==> src/rtl/alu_pkg.sv <==
// Shared definitions for the operand path that feeds the median filter.
package alu_pkg;
  localparam int OPERAND_WIDTH = 6;

  typedef enum logic [1:0] {
    IDLE  = 2'd0,
    SHIFT = 2'd1,
    HOLD  = 2'd2
  } deser_state_t;
endpackage

==> src/rtl/operand_deserializer.sv <==
// Framed serial-to-parallel loader: assembles WIDTH-bit operands and holds each one
// under a valid/ready handshake, flagging mid-frame restarts and dropped beats.
module operand_deserializer
  import alu_pkg::*;
#(
  parameter int WIDTH     = OPERAND_WIDTH,
  parameter bit LSB_FIRST = 1'b1
) (
  input  logic             clk,
  input  logic             reset,
  input  logic             serIn,
  input  logic             serValid,
  input  logic             serStart,
  output logic [WIDTH-1:0] operandX,
  output logic             operandValid,
  input  logic             operandReady,
  output logic             frameError,
  output logic             overrun,
  output logic             busy
);
  localparam int CW = $clog2(WIDTH + 1);
  localparam logic [CW-1:0] CNT_ZERO = '0;
  localparam logic [CW-1:0] CNT_ONE  = CW'(1);
  localparam logic [CW-1:0] CNT_LAST = CW'(WIDTH - 1);

  deser_state_t     state_q, state_d;
  logic [CW-1:0]    cnt_q, cnt_d;
  logic [WIDTH-1:0] sreg_q, sreg_d;
  logic [WIDTH-1:0] opx_q, opx_d;
  logic             ferr_q, ferr_d;
  logic             ovr_q, ovr_d;

  logic beat, accept, last_bit;
  logic [WIDTH-1:0] merged;

  // One-hot image of serial bit number c at its operand position.
  function automatic logic [WIDTH-1:0] place(input logic [CW-1:0] c, input logic b);
    logic [WIDTH-1:0] v;
    int p;
    p = LSB_FIRST ? int'(c) : (WIDTH - 1 - int'(c));
    v = '0;
    for (int k = 0; k < WIDTH; k++) v[k] = (k == p) ? b : 1'b0;
    return v;
  endfunction

  assign beat     = serValid;
  assign accept   = (state_q == HOLD) && operandReady;
  assign last_bit = (cnt_q == CNT_LAST);
  assign merged   = sreg_q | place(cnt_q, serIn);

  always_ff @(posedge clk) begin
    if (reset) begin
      state_q <= IDLE;
      cnt_q   <= '0;
      sreg_q  <= '0;
      opx_q   <= '0;
      ferr_q  <= 1'b0;
      ovr_q   <= 1'b0;
    end else begin
      state_q <= state_d;
      cnt_q   <= cnt_d;
      sreg_q  <= sreg_d;
      opx_q   <= opx_d;
      ferr_q  <= ferr_d;
      ovr_q   <= ovr_d;
    end
  end

  always_comb begin
    state_d = state_q;
    case (state_q)
      IDLE:    if (beat && serStart) state_d = SHIFT;
      SHIFT:   if (beat && !serStart && last_bit) state_d = HOLD;
      HOLD: begin
        if (accept) state_d = (beat && serStart) ? SHIFT : IDLE;
      end
      default: state_d = IDLE;
    endcase
  end

  // Counter, shift register, held operand and error pulses.
  always_comb begin
    cnt_d  = cnt_q;
    sreg_d = sreg_q;
    opx_d  = opx_q;
    ferr_d = 1'b0;
    ovr_d  = 1'b0;
    case (state_q)
      IDLE: begin
        if (beat && serStart) begin
          sreg_d = place(CNT_ZERO, serIn);
          cnt_d  = CNT_ONE;
        end
      end
      SHIFT: begin
        if (beat && serStart) begin
          ferr_d = 1'b1;
          sreg_d = place(CNT_ZERO, serIn);
          cnt_d  = CNT_ONE;
        end else if (beat && last_bit) begin
          opx_d  = merged;
          sreg_d = '0;
          cnt_d  = CNT_ZERO;
        end else if (beat) begin
          sreg_d = merged;
          cnt_d  = cnt_q + CNT_ONE;
        end
      end
      HOLD: begin
        if (accept && beat && serStart) begin
          sreg_d = place(CNT_ZERO, serIn);
          cnt_d  = CNT_ONE;
        end else if (beat) begin
          ovr_d = 1'b1;
        end
      end
      default: begin
        cnt_d  = CNT_ZERO;
        sreg_d = '0;
      end
    endcase
  end

  always_comb begin
    operandX     = opx_q;
    operandValid = (state_q == HOLD);
    busy         = (state_q != IDLE);
    frameError   = ferr_q;
    overrun      = ovr_q;
  end
endmodule

==> config.mk <==
export PLATFORM = sky130hd
export DESIGN_NAME = operand_deserializer
export DESIGN_NICKNAME = d
export VERILOG_FILES = /design/src/rtl/alu_pkg.sv /design/src/rtl/operand_deserializer.sv
export SDC_FILE = /design/constraint.sdc
export NUM_CORES = 1
export LEC_CHECK = 0
export BUFFER_PORTS_ARGS = -buffer_cell sky130_fd_sc_hd__buf_2
export CAP_MARGIN = 5
export CELL_PAD_IN_SITES_DETAIL_PLACEMENT = 2
export CELL_PAD_IN_SITES_GLOBAL_PLACEMENT = 2
export CORE_MARGIN = 2
export CORE_UTILIZATION = 35
export CTS_BUF_LIST = sky130_fd_sc_hd__clkbuf_16
export CTS_CLUSTER_DIAMETER = 60
export DETAILED_ROUTE_END_ITERATION = 7
export GPL_ROUTABILITY_DRIVEN = 0
export PLACE_DENSITY_LB_ADDON = 0.1
export SLEW_MARGIN = 25
export SYNTH_ARGS = -nofsm -noshare
export SYNTH_HDL_FRONTEND = slang
export SYNTH_SLANG_ARGS = --single-unit
export TNS_END_PERCENT = 30
==> constraint.sdc <==
create_clock -name clk -period 4.5 [get_ports clk]
set_input_delay 0.45 -clock clk [delete_from_list [all_inputs] [get_ports clk]]
set_output_delay 0.45 -clock clk [all_outputs]
set_load 0.05 [all_outputs]
==> After elaboration in Yosys (flattened, before gate mapping) <==
Cells that the tools add are included.
{ "totals": {"register_bits": 19, "output_inout_bits": 10} }
{ "op_classes": {"muxes": 25, "n_bitwise": 4, "n_addsub": 1, "eq_ne": 13, "n_reduce_logical": 16} }
{ "ops": {"columns": ["operator", "n"], "rows": [
  ["6-bit 2-to-1 mux", 5],
  ["6-bit case mux with 3 select lines", 1],
  ["3-bit 2-to-1 mux", 5],
  ["3-bit equality test (first input constant)", 4],
  ["1-bit 2-to-1 mux", 9],
  ["3-bit case mux with 3 select lines", 1],
  ["3-bit AND reduction", 3],
  ["1-bit logical AND", 7],
  ["2-bit 2-to-1 mux", 3],
  ["6-bit bitwise OR", 1],
  ["2-bit case mux with 3 select lines", 1],
  ["2-bit by 1-bit inequality test with 1-bit output (second input constant)", 2],
  ["2-bit inequality test (second input constant)", 2],
  ["4-bit inequality test (second input constant)", 1],
  ["3-bit by 1-bit adder with 3-bit output (second input constant)", 1],
  ["2-bit by 3-bit equality test with 1-bit output (first input constant)", 1],
  ["3-bit equality test (second input constant)", 1],
  ["3-bit zero test", 1],
  ["1-bit NOT", 3],
  ["3-bit OR reduction", 1],
  ["2-bit by 1-bit equality test with 1-bit output (second input constant)", 1],
  ["2-bit equality test (second input constant)", 1],
  ["2-bit zero test", 1],
  ["2-bit nonzero test", 1],
  ["2 further kinds", 2]
]} }

==> Depth between registers and ports, before layout <==
{ "depth": {"depth_word": 7, "mapped_depth": 7} }

==> Worst setup path before layout <==
OpenSTA, ideal clock, no wires.
{ "synth_path": {"path_kind": "register -> output", "startpoint": "register state_q[1]", "endpoint": "output operandValid", "path_buffers": 1, "path_slack_ns": 2.830, "stages_incl_launch_ff": 3, "t_arrival_ns": 1.220, "required_time_ns": 4.050, "cell_sequence": "dfxtp_1 > buf_6 > nor2b_1"} }
{ "synth_between": {"elab_chain_len": 1} }
{ "synth_lines": {"columns": ["item", "line", "rtl"], "rows": [
  ["start: declaration", "operand_deserializer.sv:26", "deser_state_t state_q, state_d;"],
  ["start signal: assignment", "operand_deserializer.sv:60", "state_q <= state_d;"],
  ["2-bit equality test", "operand_deserializer.sv:126", "operandValid = (state_q == HOLD);"],
  ["end: declaration", "operand_deserializer.sv:15", "output logic operandValid,"]
]} }
Every way passes these cells.

==> Final worst setup path <==
{ "layout_path": {"startpoint": "register cnt_q[1]", "endpoint": "register opx_q[5] (netlist: operandX[5])"} }
{ "layout_between": {"elab_chain_len": 3, "elab_cells_between_ends": 6} }
{ "layout_lines": {"columns": ["item", "line", "rtl"], "rows": [
  ["start: declaration", "operand_deserializer.sv:27", "logic [CW-1:0] cnt_q, cnt_d;"],
  ["start signal: assignment", "operand_deserializer.sv:61", "cnt_q <= cnt_d;"],
  ["3-bit equality test, on equally long branches", "operand_deserializer.sv:42, operand_deserializer.sv:48", null],
  ["1-bit 2-to-1 mux or 1-bit logical AND (tied branches)", "operand_deserializer.sv:42, operand_deserializer.sv:100", null],
  ["6-bit bitwise OR or 3-bit AND reduction (tied branches)", null, null],
  ["end signal: assignment", "operand_deserializer.sv:63", "opx_q <= opx_d;"],
  ["end: declaration", "operand_deserializer.sv:29", "logic [WIDTH-1:0] opx_q, opx_d;"]
]} }
Several ways; a longest one is shown, not always the timed one.
A chain may end at the register's enable or synchronous reset.

==> out/metrics.cfg <==
[worst_setup_path]
cp-start-kind = register
cp_slowest_cell = nor4_4
cp_top_family = simple AND/OR/NAND/NOR gates
slowest_delay_ns = 0.61
regToRegSetupSlack_ns = 2.56
critPathRequiredTime_ns = 4.65
critical_path.max_fanout = 13
worstSetupEndpointType = register
crit_buf_inv = 1
r2r_cells = 6
r2r_end = operandX[5]$_SDFFE_PP0P_
worstPathArrival_ns = 2.09
r2r-start = cnt_q[1]$_SDFFE_PP0P_
cp_cell_sequence = inv_1, ha_1, nand2_2, nor4_4, nor2_1, a311oi_1
critical_path_class = reg2reg

[final_layout]
final_common_cell = dfxtp_1
drive_above_1_share_pct = 23.5
syn2layout_area_growth_pct = 14.8
regArea_um2 = 380
final_util_pct = 41.6
fin_area_um2 = 1120
nets = 131
final_cell_mix = dfxtp_1 (19), buf_2 (15), a21oi_1 (10), nor2_1 (8)
multi_input_area_um2 = 517
fillers = 310
diodes = 0

[timing]
slew_headroom_pct = 54.0
fmax_mhz = 516
period_minus_slack_ns = 1.94
setup_violations = 0
timing.hold.ws_ns = 0.442
post-route-period-util_pct = 43.0
tns_ns = 0
drv_slew = 0
grt_setup_unrepaired = false
hold_violations = 0
clock_skew_ns = 0.00296
tightestPinTransition_ns = 0.685

[routing]
routedWlPerCell_um = 16.9
vias = 832
drt_iter0_drc = 9
viasPerCell = 5.55
finalWirelength_um = 2530
firstDrtPassIters = 4
final_antenna_net_count = 0
drc_errors = 0

[run]
drv_cap = 0

[global_route]
use_met2_pct = 30.9
grt_usage_pct = 18.0
busiest_layer = met2
grt_util_met1_pct = 22.3
use_met3_pct = 3.46
grt_pass1_wl_um = 4350
grt_pass1_vias = 877
antenna_found_initial = 0
grt_overflow_total = 0
grt_max_degree = 20

[clocking]
clkTransAtPathRegs_ns = 0.06
ctsResizeCount = 0
tritoncts = built
postCtsHoldBufs = 0
clockBufferDepth = 2
cts_made_buffers = 3
cts_htree_levels = 1
numClockSinks = 19
clockRootBuffer = clkbuf_16
insertion_delay_ns = 0.25
post_cts_buffers = 0

[worst_hold_path]
hp-start = operandReady
hold_depth = 2
holdPathEnd = overrun$_SDFF_PP0_
hp-class = in2reg

[die]
dieArea_um2 = 3220
rows = 19
start_util_pct = 36.2
die_w_um = 56.7
die_h_um = 56.7
core_um2 = 2690
ios = 16

[place]
portBuffers = 15
dp_hpwl_um = 1820
dpl_cell_area_um2 = 1040

[synthesis]
synth_seq_area_share_pct = 39.1
synth_ff_type = dfxtp_1
syn_inst = 107
syn-num-nets = 118
yosysUniqueCellTypes = 36
synth-edff-count = 0
yosys_warnings = 0
avgSynthCellArea_um2 = 9.10
synthArstFlopShare_pct = 0
ys_ff_latch = 19
netlist_area_um2 = 973

[pwr]
peakVddDrop_mv = 0.227
p_leak_nw = 0.424
power.density_nw_per_um2 = 354
power_w = 0.000395

[outcome]
outcome = finished clean

-- per-stage QoR --
step	setup WS, ns	std cells
finish	2.56	150
global placement	2.61	146
CTS	2.52	150
detailed placement	2.58	146
global route	2.29	150
floorplan	2.83	107
-- synth_stat cells, types with 2 or more instances --
| master | count | area, um2 |
|---|---|---|
| a211oi_1 | 7 | 52.6 |
| a21oi_1 | 10 | 50.1 |
| a31oi_1 | 2 | 12.5 |
| and2b_1 | 2 | 15.0 |
| buf_4 | 2 | 15.0 |
| buf_6 | 2 | 22.5 |
| clkbuf_1 | 2 | 7.51 |
| dfxtp_1 | 19 | 380 |
| ha_1 | 5 | 62.6 |
| inv_1 | 7 | 26.3 |
| nand2_1 | 4 | 15.0 |
| nand2b_1 | 3 | 18.8 |
| nand3_1 | 2 | 10.0 |
| nor2_1 | 8 | 30.0 |
| nor2b_1 | 2 | 12.5 |
| nor3_1 | 5 | 25.0 |
| o21a_1 | 4 | 30.0 |
| o32ai_1 | 2 | 17.5 |
| or2_2 | 2 | 12.5 |
-- area by class of cell --
class,count,area share (%)
timing repair buffer,15,6.72
clock buffer,3,6.72
tap,31,3.47
inverter,7,2.35
multi-input combinational,74,46.2
clock inverter,1,0.448
sequential,19,34.0
-- worst max-delay path by stage --
stage          slack [ns]                    start  depth (start not counted)                        to
2_1_floorplan        2.83  state_q[1]$_SDFFE_PP0P_                          2              operandValid
3_3_place_gp         2.61    cnt_q[1]$_SDFFE_PP0P_                          6  operandX[5]$_SDFFE_PP0P_
3_5_place_dp         2.58    cnt_q[1]$_SDFFE_PP0P_                          6  operandX[5]$_SDFFE_PP0P_
4_1_cts              2.52    cnt_q[1]$_SDFFE_PP0P_                          6  operandX[5]$_SDFFE_PP0P_
5_1_grt              2.29    cnt_q[1]$_SDFFE_PP0P_                          6  operandX[5]$_SDFFE_PP0P_
6_report             2.56    cnt_q[1]$_SDFFE_PP0P_                          6  operandX[5]$_SDFFE_PP0P_
-- state kept, by name, summed over array words and instances, names as in the netlist --
signal      flops
frameError      1
cnt_q           3
operandX        6
sreg_q          6
state_q         2
overrun         1
-- cells by family (layout without fill, tap and decap cells) --
logic type | after synthesis | in the layout | share of synthesized area (%)
flip-flops | 19 | 19 | 39.1
buffers and inverters | 14 | 26 | 7.84
AND/OR/NAND/NOR | 35 | 35 | 21.7
adder cells (fa/ha/maj) | 5 | 5 | 6.43
AO/OA/AOI/OAI | 34 | 34 | 24.9
-- metal layers --
layer | vias to the layer above | share of wire [%]
met5 | - | 0
met4 | 0 | 0.79
li1 | 405 | -
met3 | 2 | 2.9
met2 | 10 | 52
met1 | 415 | 44
-- where the power goes --
part	total [W]	switching, W	internal, W
Sequential	0.000174	0.00000326	0.000171
Clock	0.000185	0.0000660	0.000119
Combinational	0.0000358	0.0000239	0.0000119
(Power assumes the default switching activity.)
